===== config.mk =====
export PLATFORM = sky130hd
export DESIGN_NAME = mem_align_unit
export DESIGN_NICKNAME = d
export VERILOG_FILES = /design/src/rtl/mips_mem_pkg.sv /design/src/rtl/load_extend.sv /design/src/rtl/mem_align_unit.sv
export SDC_FILE = /design/constraint.sdc
export NUM_CORES = 1
export LEC_CHECK = 0
export CAP_MARGIN = 0
export CORE_ASPECT_RATIO = 1.5
export CORE_MARGIN = 4
export CORE_UTILIZATION = 39
export DETAILED_ROUTE_END_ITERATION = 6
export PLACE_DENSITY = 0.73
export RECOVER_POWER = 100
export SYNTH_ARGS = -nofsm -noshare
export SYNTH_HDL_FRONTEND = slang
export SYNTH_SLANG_ARGS = --single-unit

===== constraint.sdc =====
create_clock -name clk -period 5.5 [get_ports clk]
set_clock_uncertainty 0.05 [all_clocks]
set_input_delay 1.375 -clock clk [delete_from_list [all_inputs] [get_ports clk]]
set_output_delay 1.375 -clock clk [all_outputs]
set_load 0.01 [all_outputs]

===== src/rtl/mips_mem_pkg.sv =====
`default_nettype none
// ============================================================================
//  Module   : mips_mem_pkg
//  Purpose  : Shared access-size codes, M-stage alignment FSM state encoding
//             and the request legality rule used by the memory-side datapath.
//  Revision : 1.0 - initial release
// ============================================================================
package mips_mem_pkg;

   localparam logic [1:0] SIZE_BYTE = 2'b00;
   localparam logic [1:0] SIZE_HALF = 2'b01;
   localparam logic [1:0] SIZE_WORD = 2'b10;

   typedef enum logic [1:0] {
      ST_IDLE = 2'b00,
      ST_BUSY = 2'b01,
      ST_DONE = 2'b10
   } state_t;

   // Illegal size code, or halfword/word not naturally aligned.
   function automatic logic req_legal(input logic [1:0] size, input logic [1:0] addr_lo);
      logic ok;
      ok = 1'b1;
      if (size == 2'b11)                        ok = 1'b0;
      if (size == SIZE_HALF && addr_lo[0])      ok = 1'b0;
      if (size == SIZE_WORD && addr_lo != 2'b00) ok = 1'b0;
      return ok;
   endfunction

endpackage
`default_nettype wire


===== src/rtl/load_extend.sv =====
`default_nettype none
// ============================================================================
//  Module   : load_extend
//  Purpose  : Selects the addressed byte/half lane of a little-endian read
//             word and sign- or zero-extends it to 32 bits. Combinational.
//  Ports    : i_rdata     - 32-bit word read from memory
//             i_addr_lo   - byte address bits [1:0]
//             i_size      - 00 byte, 01 half, 10 word
//             i_unsigned  - 1 = zero-extend, 0 = sign-extend
//             o_result    - extended load value
//  Revision : 1.0 - initial release
// ============================================================================
module load_extend
   import mips_mem_pkg::*;
(
   input  logic [31:0] i_rdata,
   input  logic [1:0]  i_addr_lo,
   input  logic [1:0]  i_size,
   input  logic        i_unsigned,
   output logic [31:0] o_result
);

   logic [7:0]  w_byte;
   logic [15:0] w_half;

   always_comb begin
      w_byte   = i_rdata[{i_addr_lo, 3'b000} +: 8];
      w_half   = i_rdata[{i_addr_lo[1], 4'b0000} +: 16];
      o_result = i_rdata;
      case (i_size)
         SIZE_BYTE: o_result = {{24{w_byte[7]  & ~i_unsigned}}, w_byte};
         SIZE_HALF: o_result = {{16{w_half[15] & ~i_unsigned}}, w_half};
         default:   o_result = i_rdata;
      endcase
   end

endmodule
`default_nettype wire


===== src/rtl/mem_align_unit.sv =====
`default_nettype none
// ============================================================================
//  Module   : mem_align_unit
//  Purpose  : M-stage load/store alignment. Narrows store data into byte
//             lanes with byte enables, extends load lanes back to 32 bits,
//             and runs one valid/ready data-memory transaction per
//             instruction while stalling the pipeline.
//  Ports    : clk, reset (sync, active-high)
//             req_*      - M-stage memory instruction
//             stall      - freeze pipeline registers
//             rdata_out / rdata_valid - extended load result, 1-cycle valid
//             addr_err   - misaligned / illegal size (1 cycle)
//             bus_err    - dm_ready timeout abort (1 cycle)
//             dm_*       - data-memory request/response
//  Params   : TIMEOUT - dm_ready wait limit in cycles, 0 = wait forever
//             CNT_W   - wait counter width, TIMEOUT must fit in CNT_W bits
//  Revision : 1.0 - initial release
// ============================================================================
module mem_align_unit
   import mips_mem_pkg::*;
#(
   parameter int unsigned TIMEOUT = 255,
   parameter int unsigned CNT_W   = 8
) (
   input  logic        clk,
   input  logic        reset,
   input  logic        req_valid,
   input  logic        req_we,
   input  logic [1:0]  req_size,
   input  logic        req_unsigned,
   input  logic [31:0] req_addr,
   input  logic [31:0] req_wdata,
   output logic        stall,
   output logic [31:0] rdata_out,
   output logic        rdata_valid,
   output logic        addr_err,
   output logic        bus_err,
   output logic        dm_req,
   output logic        dm_we,
   output logic [3:0]  dm_be,
   output logic [31:0] dm_addr,
   output logic [31:0] dm_wdata,
   input  logic        dm_ready,
   input  logic [31:0] dm_rdata
);

   state_t             state_q, state_d;
   logic [CNT_W-1:0]   cnt_q, cnt_d;
   logic               dm_req_q, dm_req_d, dm_we_q, dm_we_d;
   logic [3:0]         dm_be_q, dm_be_d;
   logic [31:0]        dm_addr_q, dm_addr_d, dm_wdata_q, dm_wdata_d;
   logic [1:0]         size_q, size_d, addr_lo_q, addr_lo_d;
   logic               uns_q, uns_d;
   logic [31:0]        rdata_out_q, rdata_out_d;
   logic               rdata_valid_q, rdata_valid_d;
   logic               addr_err_q, addr_err_d, bus_err_q, bus_err_d;

   logic               w_legal;
   logic [3:0]         w_be;
   logic [31:0]        w_wdata;
   logic [31:0]        w_ext;

   assign w_legal = req_legal(req_size, req_addr[1:0]);

   // Store lanes are replicated so the addressed lane carries the data
   // regardless of offset; loads enable the full word and write nothing.
   always_comb begin
      w_be    = 4'b1111;
      w_wdata = '0;
      if (req_we) begin
         case (req_size)
            SIZE_BYTE: begin
               w_be    = 4'b0001 << req_addr[1:0];
               w_wdata = {4{req_wdata[7:0]}};
            end
            SIZE_HALF: begin
               w_be    = req_addr[1] ? 4'b1100 : 4'b0011;
               w_wdata = {2{req_wdata[15:0]}};
            end
            default:   w_wdata = req_wdata;
         endcase
      end
   end

   load_extend u_load_extend (
      .i_rdata    (dm_rdata),
      .i_addr_lo  (addr_lo_q),
      .i_size     (size_q),
      .i_unsigned (uns_q),
      .o_result   (w_ext)
   );

   always_comb begin
      state_d       = state_q;
      cnt_d         = cnt_q;
      dm_req_d      = dm_req_q;
      dm_we_d       = dm_we_q;
      dm_be_d       = dm_be_q;
      dm_addr_d     = dm_addr_q;
      dm_wdata_d    = dm_wdata_q;
      size_d        = size_q;
      addr_lo_d     = addr_lo_q;
      uns_d         = uns_q;
      rdata_out_d   = rdata_out_q;
      rdata_valid_d = 1'b0;
      addr_err_d    = 1'b0;
      bus_err_d     = 1'b0;
      case (state_q)
         ST_IDLE: begin
            if (req_valid) begin
               if (w_legal) begin
                  state_d    = ST_BUSY;
                  cnt_d      = '0;
                  dm_req_d   = 1'b1;
                  dm_we_d    = req_we;
                  dm_be_d    = w_be;
                  dm_addr_d  = {req_addr[31:2], 2'b00};
                  dm_wdata_d = w_wdata;
                  size_d     = req_size;
                  addr_lo_d  = req_addr[1:0];
                  uns_d      = req_unsigned;
               end else begin
                  addr_err_d = 1'b1;
               end
            end
         end
         ST_BUSY: begin
            if (dm_ready) begin
               state_d  = ST_DONE;
               dm_req_d = 1'b0;
               if (!dm_we_q) begin
                  rdata_out_d   = w_ext;
                  rdata_valid_d = 1'b1;
               end
            end else begin
               // The abort fires on the edge where the count of ready-low
               // BUSY cycles reaches TIMEOUT.
               cnt_d = cnt_q + 1'b1;
               if (TIMEOUT != 0 && cnt_d == CNT_W'(TIMEOUT)) begin
                  state_d     = ST_DONE;
                  dm_req_d    = 1'b0;
                  bus_err_d   = 1'b1;
                  rdata_out_d = '0;
               end
            end
         end
         ST_DONE:  state_d = ST_IDLE;
         default:  state_d = ST_IDLE;
      endcase
   end

   always_ff @(posedge clk) begin
      if (reset) begin
         state_q       <= ST_IDLE;
         cnt_q         <= '0;
         dm_req_q      <= 1'b0;
         dm_we_q       <= 1'b0;
         dm_be_q       <= '0;
         dm_addr_q     <= '0;
         dm_wdata_q    <= '0;
         size_q        <= '0;
         addr_lo_q     <= '0;
         uns_q         <= 1'b0;
         rdata_out_q   <= '0;
         rdata_valid_q <= 1'b0;
         addr_err_q    <= 1'b0;
         bus_err_q     <= 1'b0;
      end else begin
         state_q       <= state_d;
         cnt_q         <= cnt_d;
         dm_req_q      <= dm_req_d;
         dm_we_q       <= dm_we_d;
         dm_be_q       <= dm_be_d;
         dm_addr_q     <= dm_addr_d;
         dm_wdata_q    <= dm_wdata_d;
         size_q        <= size_d;
         addr_lo_q     <= addr_lo_d;
         uns_q         <= uns_d;
         rdata_out_q   <= rdata_out_d;
         rdata_valid_q <= rdata_valid_d;
         addr_err_q    <= addr_err_d;
         bus_err_q     <= bus_err_d;
      end
   end

   // Stall asserts in the request cycle itself so the pipeline holds the
   // instruction while it is captured; DONE releases it.
   assign stall       = (state_q == ST_IDLE && req_valid && w_legal) || (state_q == ST_BUSY);
   assign dm_req      = dm_req_q;
   assign dm_we       = dm_we_q;
   assign dm_be       = dm_be_q;
   assign dm_addr     = dm_addr_q;
   assign dm_wdata    = dm_wdata_q;
   assign rdata_out   = rdata_out_q;
   assign rdata_valid = rdata_valid_q;
   assign addr_err    = addr_err_q;
   assign bus_err     = bus_err_q;

endmodule
`default_nettype wire


# After elaboration in Yosys (flattened, before gate mapping)
# Cells that the tools add are included.
# word_totals
regBits	118
in_bits	104
output_inout_bits	106
wordCells	84
# op_classes
n_eq_ne	11
n_reduce_logical	19
bitwise	7
addsub	1
n_shift	3
n_mux	29
# ops
operator	n
32-bit 2-to-1 mux	4
32-bit case mux with 2 select lines	2
32-bit by 6-bit indexed part select with 16-bit output	1
32-bit by 6-bit indexed part select with 8-bit output	1
8-bit 2-to-1 mux	3
8-bit case mux with 2 select lines	1
1-bit 2-to-1 mux	10
3-bit AND reduction	3
3-bit OR reduction	3
8-bit by 1-bit adder with 8-bit output (second input constant)	1
8-bit equality test (second input constant)	1
2-bit 2-to-1 mux	4
4-bit 2-to-1 mux	2
2-bit inequality test (second input constant)	4
4-bit case mux with 2 select lines	1
4-bit AND reduction	2
2-bit by 1-bit equality test with 1-bit output (second input constant)	3
2-bit logical NOT	3
2-bit nonzero test	3
1-bit NOT	5
2-bit equality test (second input constant)	2
1-bit logical AND	4
2-bit case mux with 2 select lines	1
1-bit by 2-bit left shift with 4-bit output (first input constant)	1
4 further kinds	5

# Longest topological paths before layout
# logic_depth
word_depth	7
mapped_depth	9
mapped_depth_nobuf	6

# Hierarchy
# From an unflattened synthesis, not the netlist that was laid out.
# unflattened
hier_cells	628
area_unflattened_um2	5486.5
# by_module_without_submodules
module	area_per_inst_um2	seq_area_each_um2	cells_each	instances
mem_align_unit	4784.6	2362.3	532	1
load_extend	701.9	0.0	96	1

# Worst setup path after synthesis
# No wires, ideal clock.
# synth_timing
path_type	in2out
start	input port req_size[1]
end	output port stall
setup_slack_ps	1413
path_buffers	3
path_stages	6
arrival_ps	2662
required_ps	4075
cell_sequence	clkbuf_1 > o22ai_1 > nand3_1 > clkbuf_1 > buf_1 > nand2_1
# synth_via
elab_chain_len	6
elab_cells_between_ends	10
classes_between	eq/ne: 3; mux: 3; reduce/logical: 4
# synth_lines
item	line_no	rtl
from (decl)	mem_align_unit.sv:29	input logic [1:0] req_size,
2-bit equality test / 2-bit by 1-bit equality test with 1-bit output (equally long branches)	mips_mem_pkg.sv:24, mips_mem_pkg.sv:25	
1-bit 2-to-1 mux / 1-bit logical AND (equally long branches)	mips_mem_pkg.sv:24, mips_mem_pkg.sv:25	
1-bit 2-to-1 mux	mips_mem_pkg.sv:25	if (size == SIZE_HALF && addr_lo[0]) ok = 1'b0;
1-bit 2-to-1 mux (*)	mips_mem_pkg.sv:26	if (size == SIZE_WORD && addr_lo != 2'b00) ok = 1'b0;
1-bit logical AND (*)	mem_align_unit.sv:188	assign stall = (state_q == ST_IDLE && req_valid && w_legal) || (state_q == ST_BUSY);
1-bit logical OR (*)	mem_align_unit.sv:188	
to (decl)	mem_align_unit.sv:33	output logic stall,
# Every way passes the cells marked *; elsewhere a longest branch is shown, timed or not.

# Worst setup path after layout
# layout_timing
start	input port req_addr[1]
end	output port stall
# layout_via
elab_chain_len	5
# layout_lines
item	line_no	rtl
from (decl)	mem_align_unit.sv:31	input logic [31:0] req_addr,
2-bit nonzero test	mips_mem_pkg.sv:26	
1-bit logical AND	mips_mem_pkg.sv:26	
1-bit 2-to-1 mux	mips_mem_pkg.sv:26	
1-bit logical AND	mem_align_unit.sv:188	
1-bit logical OR	mem_align_unit.sv:188	
# Every way passes these cells.

==> reports/summary.json <==
{
  "run_status": {"value": "finished, violations left"},
  "failed_checks": {"value": "capacitance limit, slew limit"},
  "timing.rr.start": {"value": "cnt_q[1]$_SDFFE_PP0P_"},
  "seq_area_frac_synth": {"value": 44.24, "unit": "%"},
  "postPlaceCellArea": {"value": 0.007463, "unit": "mm2"},
  "die_width": {"value": 103.5, "unit": "um"},
  "postCtsHoldBufs": {"value": 0},
  "synth_area_per_cell": {"value": 8.103, "unit": "um2"},
  "critical_path.endpoint": {"value": "stall"},
  "routed_wl": {"value": 17190, "unit": "um"},
  "final_layout_setup_total_negative_slack": {"value": 0, "unit": "ns"},
  "worst_setup_hold_path_clk_slew": {"value": 0.05, "unit": "ns"},
  "hp-class": {"value": "flop to flop"},
  "drc_errors": {"value": 0},
  "post-route-min-period": {"value": 4.755, "unit": "ns"},
  "layout.cell_area.non_filler": {"value": 0.008055, "unit": "mm2"},
  "diodes": {"value": 0},
  "detail-route-antenna-nets": {"value": 0},
  "ioPinCount": {"value": 210},
  "firstDrtPassIters": {"value": 4},
  "worst_skew_pair.late_latency": {"value": 0.40, "unit": "ns"},
  "setup_violations": {"value": 0},
  "critical_path_class": {"value": "input pin to output port"},
  "grt_pass1_wl": {"value": 27380, "unit": "um"},
  "critPathMostFrequentCell": {"value": "dlygate4sd3_1"},
  "number_of_cells_on_the_critical_path": {"value": 6},
  "layout.cells.most_common": {"value": "nand2_1"},
  "detail_route.vias_per_cell": {"value": 5.347},
  "peakVddDrop": {"value": 0.2766, "unit": "mV"},
  "timing.critical_path.fanout_max": {"value": 6},
  "dieArea": {"value": 0.01567, "unit": "mm2"},
  "gp_congestion": {"value": 0.8704},
  "clockRootBuffer": {"value": "clkbuf_16"},
  "synth-seq-cells": {"value": 118},
  "r2r.worst_path.cells": {"value": 6},
  "setup.worst_path.end_class": {"value": "output port"},
  "synth.lib_cells_used.distinct": {"value": 44},
  "postSynth.topFlopCell": {"value": "dfxtp_1"},
  "worst_slew_pin_slew": {"value": 1.830, "unit": "ns"},
  "antenna_violations_before_repair": {"value": 0},
  "initial_utilization": {"value": 39.65, "unit": "%"},
  "wl_per_cell": {"value": 16.97, "unit": "um"},
  "timing.max_slew.rel_slack": {"value": -22.23, "unit": "%"},
  "core_area": {"value": 0.01347, "unit": "mm2"},
  "commonest_cells_after_routing_fill_and_taps_aside": {"value": "nand2_1 (150), dfxtp_1 (118), dlygate4sd3_1 (106), clkdlybuf4s50_1 (100), a21oi_1 (85)"},
  "tritoncts": {"value": "done"},
  "timing.reg2reg.setup_slack": {"value": 1.80, "unit": "ns"},
  "place.port_buffers": {"value": 207},
  "required": {"value": 4.07, "unit": "ns"},
  "rsz0062_at_grt": {"value": "no"},
  "number_of_drc_violations_after_detailed_routing_iteration_0": {"value": 224},
  "startpoint": {"value": "req_addr[1]"},
  "max_freq": {"value": 210.3, "unit": "MHz"},
  "final-hold-violation-count": {"value": 0},
  "postCtsResizedCells": {"value": 0},
  "synth.cell_area": {"value": 0.005340, "unit": "mm2"},
  "number_of_setup_buffers_added_after_cts": {"value": 0},
  "fillers": {"value": 1185},
  "netlist_instances": {"value": 659},
  "worst_r2r_endpoint": {"value": "rdata_out[20]$_SDFFE_PP0P_"},
  "num-nets-final": {"value": 944},
  "place.detailed.hpwl": {"value": 12380, "unit": "um"},
  "path_delay_family": {"value": "buffers and inverters"},
  "synthToLayoutAreaGrowth": {"value": 50.84, "unit": "%"},
  "grt_remaining_overflow": {"value": 0},
  "synth_edf_count": {"value": 0},
  "layout-drive-gt1-share": {"value": 9.166, "unit": "%"},
  "die_y": {"value": 151.3, "unit": "um"},
  "async_reset_ff_share": {"value": 0, "unit": "%"},
  "drv_cap": {"value": 3},
  "layout_worst_path_cycle_share": {"value": 86.46, "unit": "%"},
  "num_vias": {"value": 5417},
  "std_cell_rows": {"value": 52},
  "clock-sinks": {"value": 118},
  "path_buf_inv": {"value": 2},
  "grt_start_max_net_pins": {"value": 77},
  "cp_cell_sequence": {"value": "dlygate4sd3_1 > o21a_1 > o22ai_1 > nand3_2 > nand2_1 > dlygate4sd3_1"},
  "clock_tree.buffer_depth": {"value": 2},
  "synth-warning-count": {"value": 0},
  "slew_violations": {"value": 137},
  "power_density": {"value": 293.7, "unit": "mW/mm2"},
  "grt_pass1_vias": {"value": 5423},
  "cts_htree_levels": {"value": 4},
  "timing.critical_path.slowest_stage_cell": {"value": "dlygate4sd3_1"},
  "critPathArrivalTime": {"value": 3.33, "unit": "ns"},
  "critical_path.startpoint_type": {"value": "input pin"},
  "slowest_delay": {"value": 0.62, "unit": "ns"},
  "total_leakage_power": {"value": 0.003215, "unit": "uW"},
  "cts_inserted_buffers": {"value": 17},
  "grtUsageTotal": {"value": 21.57, "unit": "%"}
}
[registers in the layout, summed over array words and instances (netlist names)]
name	count
dm_wdata	32
rdata_out	32
dm_addr	30
cnt_q	8
dm_be	4
addr_lo_q	2
size_q	2
state_q	2
addr_err	1
bus_err	1
dm_req	1
dm_we	1
rdata_valid	1
uns_q	1
[worst register-to-register path: cells and delay by family (launching register included)]
family | cells | cell delay, ns
muxes | 1 | 0.46
DFF | 1 | 0.39
AOI/OAI and AO/OA | 2 | 1.84
adders and majority gates | 1 | 0.26
and+or+nand+nor | 2 | 0.58
[report_power, final]
part,leakage (uW),internal [uW],switching [uW]
clock,0.000288,735,395
combinational,0.00197,164,166
sequential,0.000958,888,18.9
[synthesized netlist by cell type, types with 2 or more instances]
cell,instances,area [um2]
dfxtp_1,118,2362
nand2_1,150,563.0
buf_2,4,20.02
o21ai_0,22,110.1
a21oi_1,85,425.4
ha_1,2,25.02
o21bai_1,9,67.56
a21o_1,2,15.01
nor4_1,2,12.51
nand2b_1,6,37.54
inv_1,18,67.56
a221o_1,7,70.07
nor2b_1,14,87.58
a311oi_1,3,26.28
a31o_2,2,17.52
mux2i_1,24,240.2
nand3_1,38,190.2
buf_4,3,22.52
a31oi_1,10,62.56
o221ai_1,8,70.07
mux2_2,34,382.9
buf_1,7,26.28
clkinv_1,2,7.510
clkbuf_1,40,150.1
nor2_1,24,90.09
nor3_1,6,30.03
nand4_1,2,12.51
[worst min-delay path by stage]
stage	from	cells after the start	slack, ns	end
finish	dm_wdata[15]$_SDFFE_PP0P_	2	0.40	dm_wdata[15]$_SDFFE_PP0P_
floorplan	uns_q$_SDFFE_PP0P_	2	0.40	uns_q$_SDFFE_PP0P_
CTS	dm_wdata[15]$_SDFFE_PP0P_	2	0.40	dm_wdata[15]$_SDFFE_PP0P_
detailed placement	dm_wdata[15]$_SDFFE_PP0P_	2	0.40	dm_wdata[15]$_SDFFE_PP0P_
global placement	dm_wdata[15]$_SDFFE_PP0P_	2	0.39	dm_wdata[15]$_SDFFE_PP0P_
global route	dm_addr[8]$_SDFFE_PP0P_	2	0.42	dm_addr[8]$_SDFFE_PP0P_
[final cells by class]
cell class / instances / area [um2] / area share, %
Multi-Input combinational cell: 467 / 2674 / 33.19
Sequential cell: 118 / 2362 / 29.33
Timing Repair Buffer: 214 / 2132 / 26.47
Clock buffer: 20 / 456.7 / 5.669
Tap cell: 162 / 202.7 / 2.516
Clock inverter: 12 / 152.6 / 1.895
Inverter: 20 / 75.07 / 0.9320
[cell families after synthesis]
logic type | synth area share, %
AOI/OAI and AO/OA | 17.99
muxes | 11.67
adders and majority gates | 0.4685
xor gates and xnor gates | 0.3281
and+or+nand+nor | 19.52
buffers and inverters | 5.717
DFF | 44.24
other | 0.07022
[metrics by stage]
step,worst slack [ns],hold WS (ns),instances,utilization (%),total power [uW]
after global routing,0.5983,0.4207,1013,59.81,2458
after detailed placement,0.8385,0.3951,981,55.42,1268
after global placement,0.8221,0.3886,981,55.42,1261
final,0.7449,0.3986,1013,59.81,2366
after CTS,0.8351,0.4022,1013,59.94,2406
after floorplan,1.413,0.3997,660,-,1085
[metal layers]
layer  part of all wire [%]  global-route usage (%)
met2                     52                   39.55
met5                      0                       0
met4                    2.3                   7.984
met3                    6.8                   7.164
met1                     39                   23.15
No activity file was read; power rests on OpenSTA's default activity.
